[src/rtl/adc_current_monitor.sv]
// adc_current_monitor: one windowed acquisition per start request.
// Latches a channel and over-current threshold, issues 2**LOG2_N conversions to the
// AD7265 driver, and returns sum, truncated average, min, max and an over-current flag.
module adc_current_monitor #(
    parameter  int NCHAN  = 16,
    parameter  int DATA_W = 12,
    parameter  int LOG2_N = 4,
    localparam int CH_W   = $clog2(NCHAN),
    localparam int SUM_W  = DATA_W + LOG2_N
) (
    input  logic              clock,
    input  logic              reset,
    input  logic              start,
    input  logic [CH_W-1:0]   chan,
    input  logic              gate,
    input  logic [DATA_W-1:0] oc_thresh,
    output logic              adc_req,
    output logic [CH_W-2:0]   adc_addr,
    input  logic              adc_rdy,
    input  logic [DATA_W-1:0] adc_a,
    input  logic [DATA_W-1:0] adc_b,
    output logic              busy,
    output logic              res_valid,
    input  logic              res_ready,
    output logic [SUM_W-1:0]  res_sum,
    output logic [DATA_W-1:0] res_avg,
    output logic [DATA_W-1:0] res_min,
    output logic [DATA_W-1:0] res_max,
    output logic              res_oc,
    output logic              aborted
);

    localparam int N     = 1 << LOG2_N;
    localparam int CNT_W = LOG2_N + 1;

    typedef enum logic [1:0] {IDLE, ARM, SAMPLE, DONE} state_t;

    state_t state;
    state_t state_next;

    logic [CH_W-1:0]   chan_q;
    logic [DATA_W-1:0] thresh_q;
    logic [SUM_W-1:0]  acc;
    logic [CNT_W-1:0]  count;
    logic [DATA_W-1:0] min_q;
    logic [DATA_W-1:0] max_q;
    logic              pending;

    logic              accept;
    logic              issue;
    logic              capture;
    logic              abort_now;
    logic              last;
    logic [DATA_W-1:0] sample;
    logic [SUM_W-1:0]  acc_next;
    logic [DATA_W-1:0] min_next;
    logic [DATA_W-1:0] max_next;

    // Selected sample and running statistics as they would be after capturing it
    always_comb begin
        sample   = chan_q[CH_W-1] ? adc_b : adc_a;
        acc_next = acc + SUM_W'(sample);
        min_next = (sample < min_q) ? sample : min_q;
        max_next = (sample > max_q) ? sample : max_q;
        last     = (count == CNT_W'(N - 1));
    end

    // State register
    always_ff @(posedge clock) begin
        if (reset) begin
            state <= IDLE;
        end else begin
            state <= state_next;
        end
    end

    // Next-state decode, control strobes and status outputs
    always_comb begin
        state_next = state;
        accept     = 1'b0;
        issue      = 1'b0;
        capture    = 1'b0;
        abort_now  = 1'b0;
        busy       = (state != IDLE);
        res_valid  = (state == DONE);
        case (state)
            IDLE: begin
                if (start) begin
                    accept     = 1'b1;
                    state_next = ARM;
                end
            end
            ARM: begin
                if (gate) begin
                    state_next = SAMPLE;
                end
            end
            SAMPLE: begin
                // Losing the gate wins over a capture or request in the same cycle
                if (!gate) begin
                    abort_now  = 1'b1;
                    state_next = IDLE;
                end else if (pending && adc_rdy && !adc_req) begin
                    capture = 1'b1;
                    if (last) begin
                        state_next = DONE;
                    end
                end else if (!pending && adc_rdy && (count < CNT_W'(N))) begin
                    issue = 1'b1;
                end
            end
            DONE: begin
                if (res_ready) begin
                    state_next = IDLE;
                end
            end
            default: state_next = IDLE;
        endcase
    end

    // Window datapath, conversion handshake and result registers
    always_ff @(posedge clock) begin
        if (reset) begin
            chan_q   <= '0;
            thresh_q <= '0;
            acc      <= '0;
            count    <= '0;
            min_q    <= '1;
            max_q    <= '0;
            pending  <= 1'b0;
            adc_req  <= 1'b0;
            aborted  <= 1'b0;
            res_sum  <= '0;
            res_avg  <= '0;
            res_min  <= '0;
            res_max  <= '0;
            res_oc   <= 1'b0;
        end else begin
            adc_req <= issue;
            aborted <= abort_now;
            if (accept) begin
                chan_q   <= chan;
                thresh_q <= oc_thresh;
                acc      <= '0;
                count    <= '0;
                min_q    <= '1;
                max_q    <= '0;
                pending  <= 1'b0;
            end
            if (issue) begin
                pending <= 1'b1;
            end
            if (capture) begin
                acc     <= acc_next;
                count   <= count + CNT_W'(1);
                min_q   <= min_next;
                max_q   <= max_next;
                pending <= 1'b0;
                if (last) begin
                    res_sum <= acc_next;
                    res_avg <= acc_next[SUM_W-1:LOG2_N];
                    res_min <= min_next;
                    res_max <= max_next;
                    res_oc  <= (max_next > thresh_q);
                end
            end
            if (abort_now) begin
                pending <= 1'b0;
            end
        end
    end

    assign adc_addr = chan_q[CH_W-2:0];

endmodule

[config.mk]
export PLATFORM = sky130hd
export DESIGN_NAME = adc_current_monitor
export DESIGN_NICKNAME = d
export VERILOG_FILES = /design/src/rtl/adc_current_monitor.sv
export SDC_FILE = /design/constraint.sdc
export NUM_CORES = 1
export LEC_CHECK = 0
export BUFFER_PORTS_ARGS = -buffer_cell sky130_fd_sc_hd__buf_2
export CORE_UTILIZATION = 50
export CTS_CLUSTER_DIAMETER = 50
export DETAILED_ROUTE_END_ITERATION = 7
export PLACE_DENSITY = 0.71
export SETUP_SLACK_MARGIN = 0.05
export SLEW_MARGIN = 20
export SYNTH_ARGS = -nofsm -noshare
export SYNTH_HDL_FRONTEND = slang
export SYNTH_SLANG_ARGS = --single-unit
[constraint.sdc]
create_clock -name clock -period 4.55 [get_ports clock]
set_input_delay 0.91 -clock clock [delete_from_list [all_inputs] [get_ports clock]]
set_output_delay 0.91 -clock clock [all_outputs]
set_load 0.02 [all_outputs]
# Word level (Yosys, flattened, before mapping)
# Index checks and enable logic that the tools add are counted.
# word_totals
in_bits	46
register_bits	119
out_inout_bits	60
word_cells	74
# op_classes
n_addsub	2
reduce_logical	13
n_mux	31
eq_ne	9
magnitude_cmp	4
# ops
op	count
2-to-1 mux 12 bit	7
2-to-1 mux 16 bit	2
> comparator 12 bit	2
adder 16 x 12 -> 16 bit	1
2-to-1 mux 1 bit	13
less-than comparator 12 bit	1
2-to-1 mux 2 bit	6
2-to-1 mux 5 bit	2
case mux 2 bit (4 select lines)	1
inequality test 3 bit, second input constant	2
nonzero test 2 bit	3
adder 5 x 1 -> 5 bit, second input constant	1
== test 5 x 4 -> 1 bit, second input constant	1
less-than comparator 5 bit, second input constant	1
AND reduction 5 bit	1
== test 2 bit, second input constant	2
logical AND 1 bit	4
inequality test 2 bit, second input constant	2
OR reduction 3 bit	1
== test 2 x 1 -> 1 bit, second input constant	1
zero test 1 bit	2
zero test 2 bit	1
inequality test 2 x 1 -> 1 bit, second input constant	1
AND reduction 2 bit	1

# Logic depth before layout (Yosys ltp)
# logic_depth
depth_word	8
mapped_depth	18
mapped_depth_nobuf	16

# Worst setup path before layout
# Ideal clock, no wire load.
# synth_timing
path_kind	in2reg
start	input adc_b[5]
end	register res_oc
slack_ns	0.633
setup_ns	0.117
path_stages	15
t_required_ns	4.433
arrival_ns	3.800
cell_sequence	mux2_2 ha_1 a21o_1 a221o_1 a221oi_4 a21oi_4 buf_2 nor2_1 nor2_1 ha_1 a21o_1 a21o_1 a21oi_1 o221ai_1 a32o_1
# synth_between
elab_chain_cells	4
# synth_rtl
item	line_no	rtl
start: declaration	21	input logic [DATA_W-1:0] adc_b,
2-to-1 mux 12 bit (*)	61	sample = chan_q[CH_W-1] ? adc_b : adc_a;
> comparator 12 bit	64	max_next = (sample > max_q) ? sample : max_q;
2-to-1 mux 12 bit (*)	64	
net max_next[5]	57	logic [DATA_W-1:0] max_next;
> comparator 12 bit (*)	164	res_oc <= (max_next > thresh_q);
end signal: assignment	164	
end: declaration	29	output logic res_oc,
# Mark *: on every way through the listed nets, which the timed path passes. The rest lies on a longest branch.
# A chain may end at the register's enable or synchronous reset.

# Final worst setup path
# layout_timing
start	register chan_q[3]
end	register res_oc
# layout_between
elab_chain_cells	4
# layout_rtl
item	line_no	rtl
start: declaration	41	logic [CH_W-1:0] chan_q;
start signal: assignment	142	chan_q <= chan;
2-to-1 mux 12 bit (*)	61	
> comparator 12 bit	64	
2-to-1 mux 12 bit (*)	64	
> comparator 12 bit (*)	164	
# Mark *: on every way between the ends. The rest lies on a longest branch, timed or not.

==> metrics.md <==
| Metric | Value |
|---|---|
| First-pass GRT wire length | `26800 um` |
| Post-synthesis area per instance | `8.27 um2` |
| Initial core utilization | `51.6%` |
| Final WL | `16200 um` |
| Top fanout value on the critical path | `17` |
| Number of cell rows | `40` |
| Share of the clock period used by the worst path after layout | `89.1%` |
| Arr. time, crit path | `4.31 ns` |
| Wirelength per Cell | `16.3 um` |
| Number of detailed-route iterations in the first pass | `4` |
| Pin count of the biggest net entering global routing | `65` |
| Headroom to the max-slew limit | `34.8%` |
| Cell types with the highest counts after synthesis | `107 x dfxtp_1, 84 x nand2_1, 61 x nor2_1, 49 x ha_1, 47 x a21oi_1` |
| Worst skew pair latency | `0.37 ns` |
| Congestion Overflow GR | `0` |
| Cell total after placement | `980` |
| Total inserted antenna cells | `0` |
| Leading area contributor after synthesis | `dfxtp_1` |
| DIE HEIGHT | `114 um` |
| # Max-Cap Violations | `0` |
| DRC violations left | `0` |
| Top cell type's share of synthesized area | `34.4%` |
| Ys async rst share | `0%` |
| Placement-stage cell area | `6760 um2` |
| Count of state elements after synthesis | `107` |
| Post-CTS setup buffer count | `0` |
| Share of layout cells above drive strength 1 | `21.3%` |
| Via count of the first global-routing pass | `5498` |
| Length of routed met2 wiring | `7560 um` |
| Setup clock skew after layout | `0.00803 ns` |
| # port buffers | `105` |
| Commonest register cell after synthesis | `dfxtp_1` |
| Actual transition at the worst max-transition pin | `0.975 ns` |
| Post-layout instance area | `7060 um2` |
| Crit path required time | `4.81 ns` |
| Clock period minus final worst setup slack | `4.05 ns` |
| Total power divided by cell area | `294 nW/um2` |
| Ratio of routed vias to standard cells | `5.73` |
| Syn Nets | `848` |
| Number of resized instances in the post-cts repair step | `0` |
| Startpoint class of the critical path | `flip-flop` |
| Number of enable-type register cells in the synthesized netlist | `0` |
| Final standard cell utilization of the core | `58.5%` |
| Core Box Area | `12100 um2` |
| Startpoint of the lowest-slack register-to-register path | `chan_q[3]` |
| Root buffer cell | `clkbuf_16` |
| Worst hold path class | `flip-flop to flip-flop` |
| Htree depth | `3` |
| Total of endpoints with negative setup slack in the final report | `0` |
| Count of unique library cells instantiated by Yosys | `69` |
| Cts hold-fix bufs | `0` |
| Number of antenna violations at the first check in global routing | `0` |
| Maximum clock insertion buffer count | `2` |
| Number of nets with antenna violations after detailed routing | `0` |
| Detailed route wirelength on metal3 | `870 um` |
| GP Congestion | `0.901` |
| Worst IR Drop VDD | `0.152 mV` |
| Final Hold Violating Endpoints | `0` |
| Startpoint-to-endpoint class of the critical path | `flip-flop to flip-flop` |
| Synthesized area | `6220 um2` |
| Status | `completed` |
| Area Overhead vs Synth | `13.5%` |
| Post-DP HPWL | `11600 um` |
| Setup repair after global routing missed its margin | `false` |
| TritonCTS buffer count | `9` |
| Worst-path cell chain | `mux2_2 > ha_1 > and4_1 > nand4_1 > a21o_1 > a21oi_4 > buf_4 > mux2i_1 > ha_1 > nor2b_1 > o21ai_0 > nand2b_1 > a21oi_1 > o221ai_1 > a32o_1` |
| TritonCTS clock tree | `yes` |
| Clock slew seen by the registers of the worst setup and hold paths | `0.08 ns` |
| Clock Sinks | `107` |
| Hold Startpoint | `thresh_q[11]` |
| Drt initial violations | `354` |
| Count of nets after finishing | `919` |
| Via count | `5708` |
| Number of fill cells in the layout | `1135` |
| All-Layer GR Usage | `26.5%` |
| Dominant cell by count in the synthesized netlist | `dfxtp_1` |
| Leakage component of the power | `3.08 nW` |
| Delay of the slowest cell on the worst path | `0.66 ns` |
| Final cell count without fillers | `996` |
| Largest cells by area after synthesis | `dfxtp_1 34%, ha_1 9.9%, nand2_1 5.1%, a21oi_1 3.8%, nor2_1 3.7%` |
| Max stage delay cell, worst path | `dfxtp_1` |
| Final total negative setup slack | `0 ns` |
| Sequential area share after synthesis | `34.4%` |
| Uppermost layer routed | `met4` |
| Kind of end point of the critical path | `flip-flop` |
| Launch point of the worst path | `chan_q[3]` |
| Warnings from Yosys | `0` |
| Number of standard cells after synthesis | `752` |
| Die span in x | `114 um` |
| Io pins | `106` |
| Overall power of the completed layout | `2.07 mW` |
| Area of the die | `12900 um2` |
| Achievable clock frequency | `247 MHz` |
| Final-report max-slew violation count | `0` |
| Detailed-route wire length on metal 1 | `7460 um` |
| Most common cell type on the critical path | `ha_1` |
==> cell usage in the layout (no fill, tap or decap), types with 3 or more instances in the layout <==
cell and count:
a211oi_1 15, a21o_1 12, a21oi_1 47, a21oi_2 10, a22oi_1 3, a31oi_1 7, and2_1 8, and3_1 18
and4_1 4, buf_2 105, buf_4 16, clkbuf_16 9, dfxtp_1 107, ha_1 49, inv_1 41, mux2_2 10
mux2i_1 15, nand2_1 84, nand2b_1 4, nand3_1 39, nand3_2 10, nand3b_1 3, nand4_1 9, nor2_1 61
nor2b_1 7, nor3_1 10, nor4_1 6, o2111ai_1 4, o211ai_1 3, o21a_1 5, o21ai_0 10, o21ai_1 19
o22ai_1 12, o32ai_1 11, or3_1 5, xnor2_1 3, xor2_1 3
==> state kept, by name (all words and copies together) (netlist names), 2 cells and up <==
signal and flops:
res_sum 16, res_min 12, acc 16, res_max 12, thresh_q 12, state 2, max_q 12, min_q 12
chan_q 4, count 5
==> through the flow <==
step | hold WS [ns] | setup slack [ns]
3_3_place_gp | 0.439 | 0.398
6_report | 0.455 | 0.496
4_1_cts | 0.456 | 0.490
2_1_floorplan | 0.429 | 0.633
5_1_grt | 0.477 | 0.171
3_5_place_dp | 0.447 | 0.291
==> cell families after synthesis <==
group / after synthesis / share of synthesized area [%]
muxes: 26 / 4.45
adders and majority gates: 50 / 10.2
buffers and inverters: 102 / 7.60
DFF: 107 / 34.4
xor gates and xnor gates: 6 / 0.845
and+or+nand+nor: 278 / 22.1
AOI/OAI and AO/OA: 183 / 20.4
==> worst paths after layout <==
check	cells past startpoint	slack [ns]	to
hold reg to reg	2	0.45	thresh_q[11]
setup reg to reg	15	0.50	res_oc
setup / recovery	15	0.50	res_oc
hold / removal	2	0.45	thresh_q[11]
==> per-layer routing <==
layer,global-route usage (%),up-vias
met3,5.47,30
met4,9.04,0
met1,33.9,2703
met5,0,-
li1,-,2825
met2,44.3,150
==> final cells by class <==
class | count | area, um2 | share of cell area (%)
Clock buffer | 11 | 243 | 3.44
Inverter | 41 | 154 | 2.18
Sequential cell | 107 | 2140 | 30.3
Multi-Input combinational cell | 543 | 3600 | 51.1
Timing Repair Buffer | 121 | 646 | 9.15
Clock inverter | 5 | 60.1 | 0.851
Tap cell | 168 | 210 | 2.98
==> power breakdown <==
part	switching, mW	internal, mW
combinational	0.193	0.116
sequential	0.00915	0.947
clock	0.366	0.444
total	0.567	1.51
==> worst max-delay path, delay by kind of cell, from the launching register on <==
| kind | cells | cell delay, ns |
|---|---|---|
| buffers and inverters | 1 | 0.28 |
| multiplexers | 2 | 0.75 |
| adder cells (fa/ha/maj) | 2 | 0.51 |
| AND/OR/NAND/NOR | 4 | 0.52 |
| AO/OA/AOI/OAI | 6 | 1.20 |
| flip-flops | 1 | 0.66 |
(Power assumes the default switching activity.)
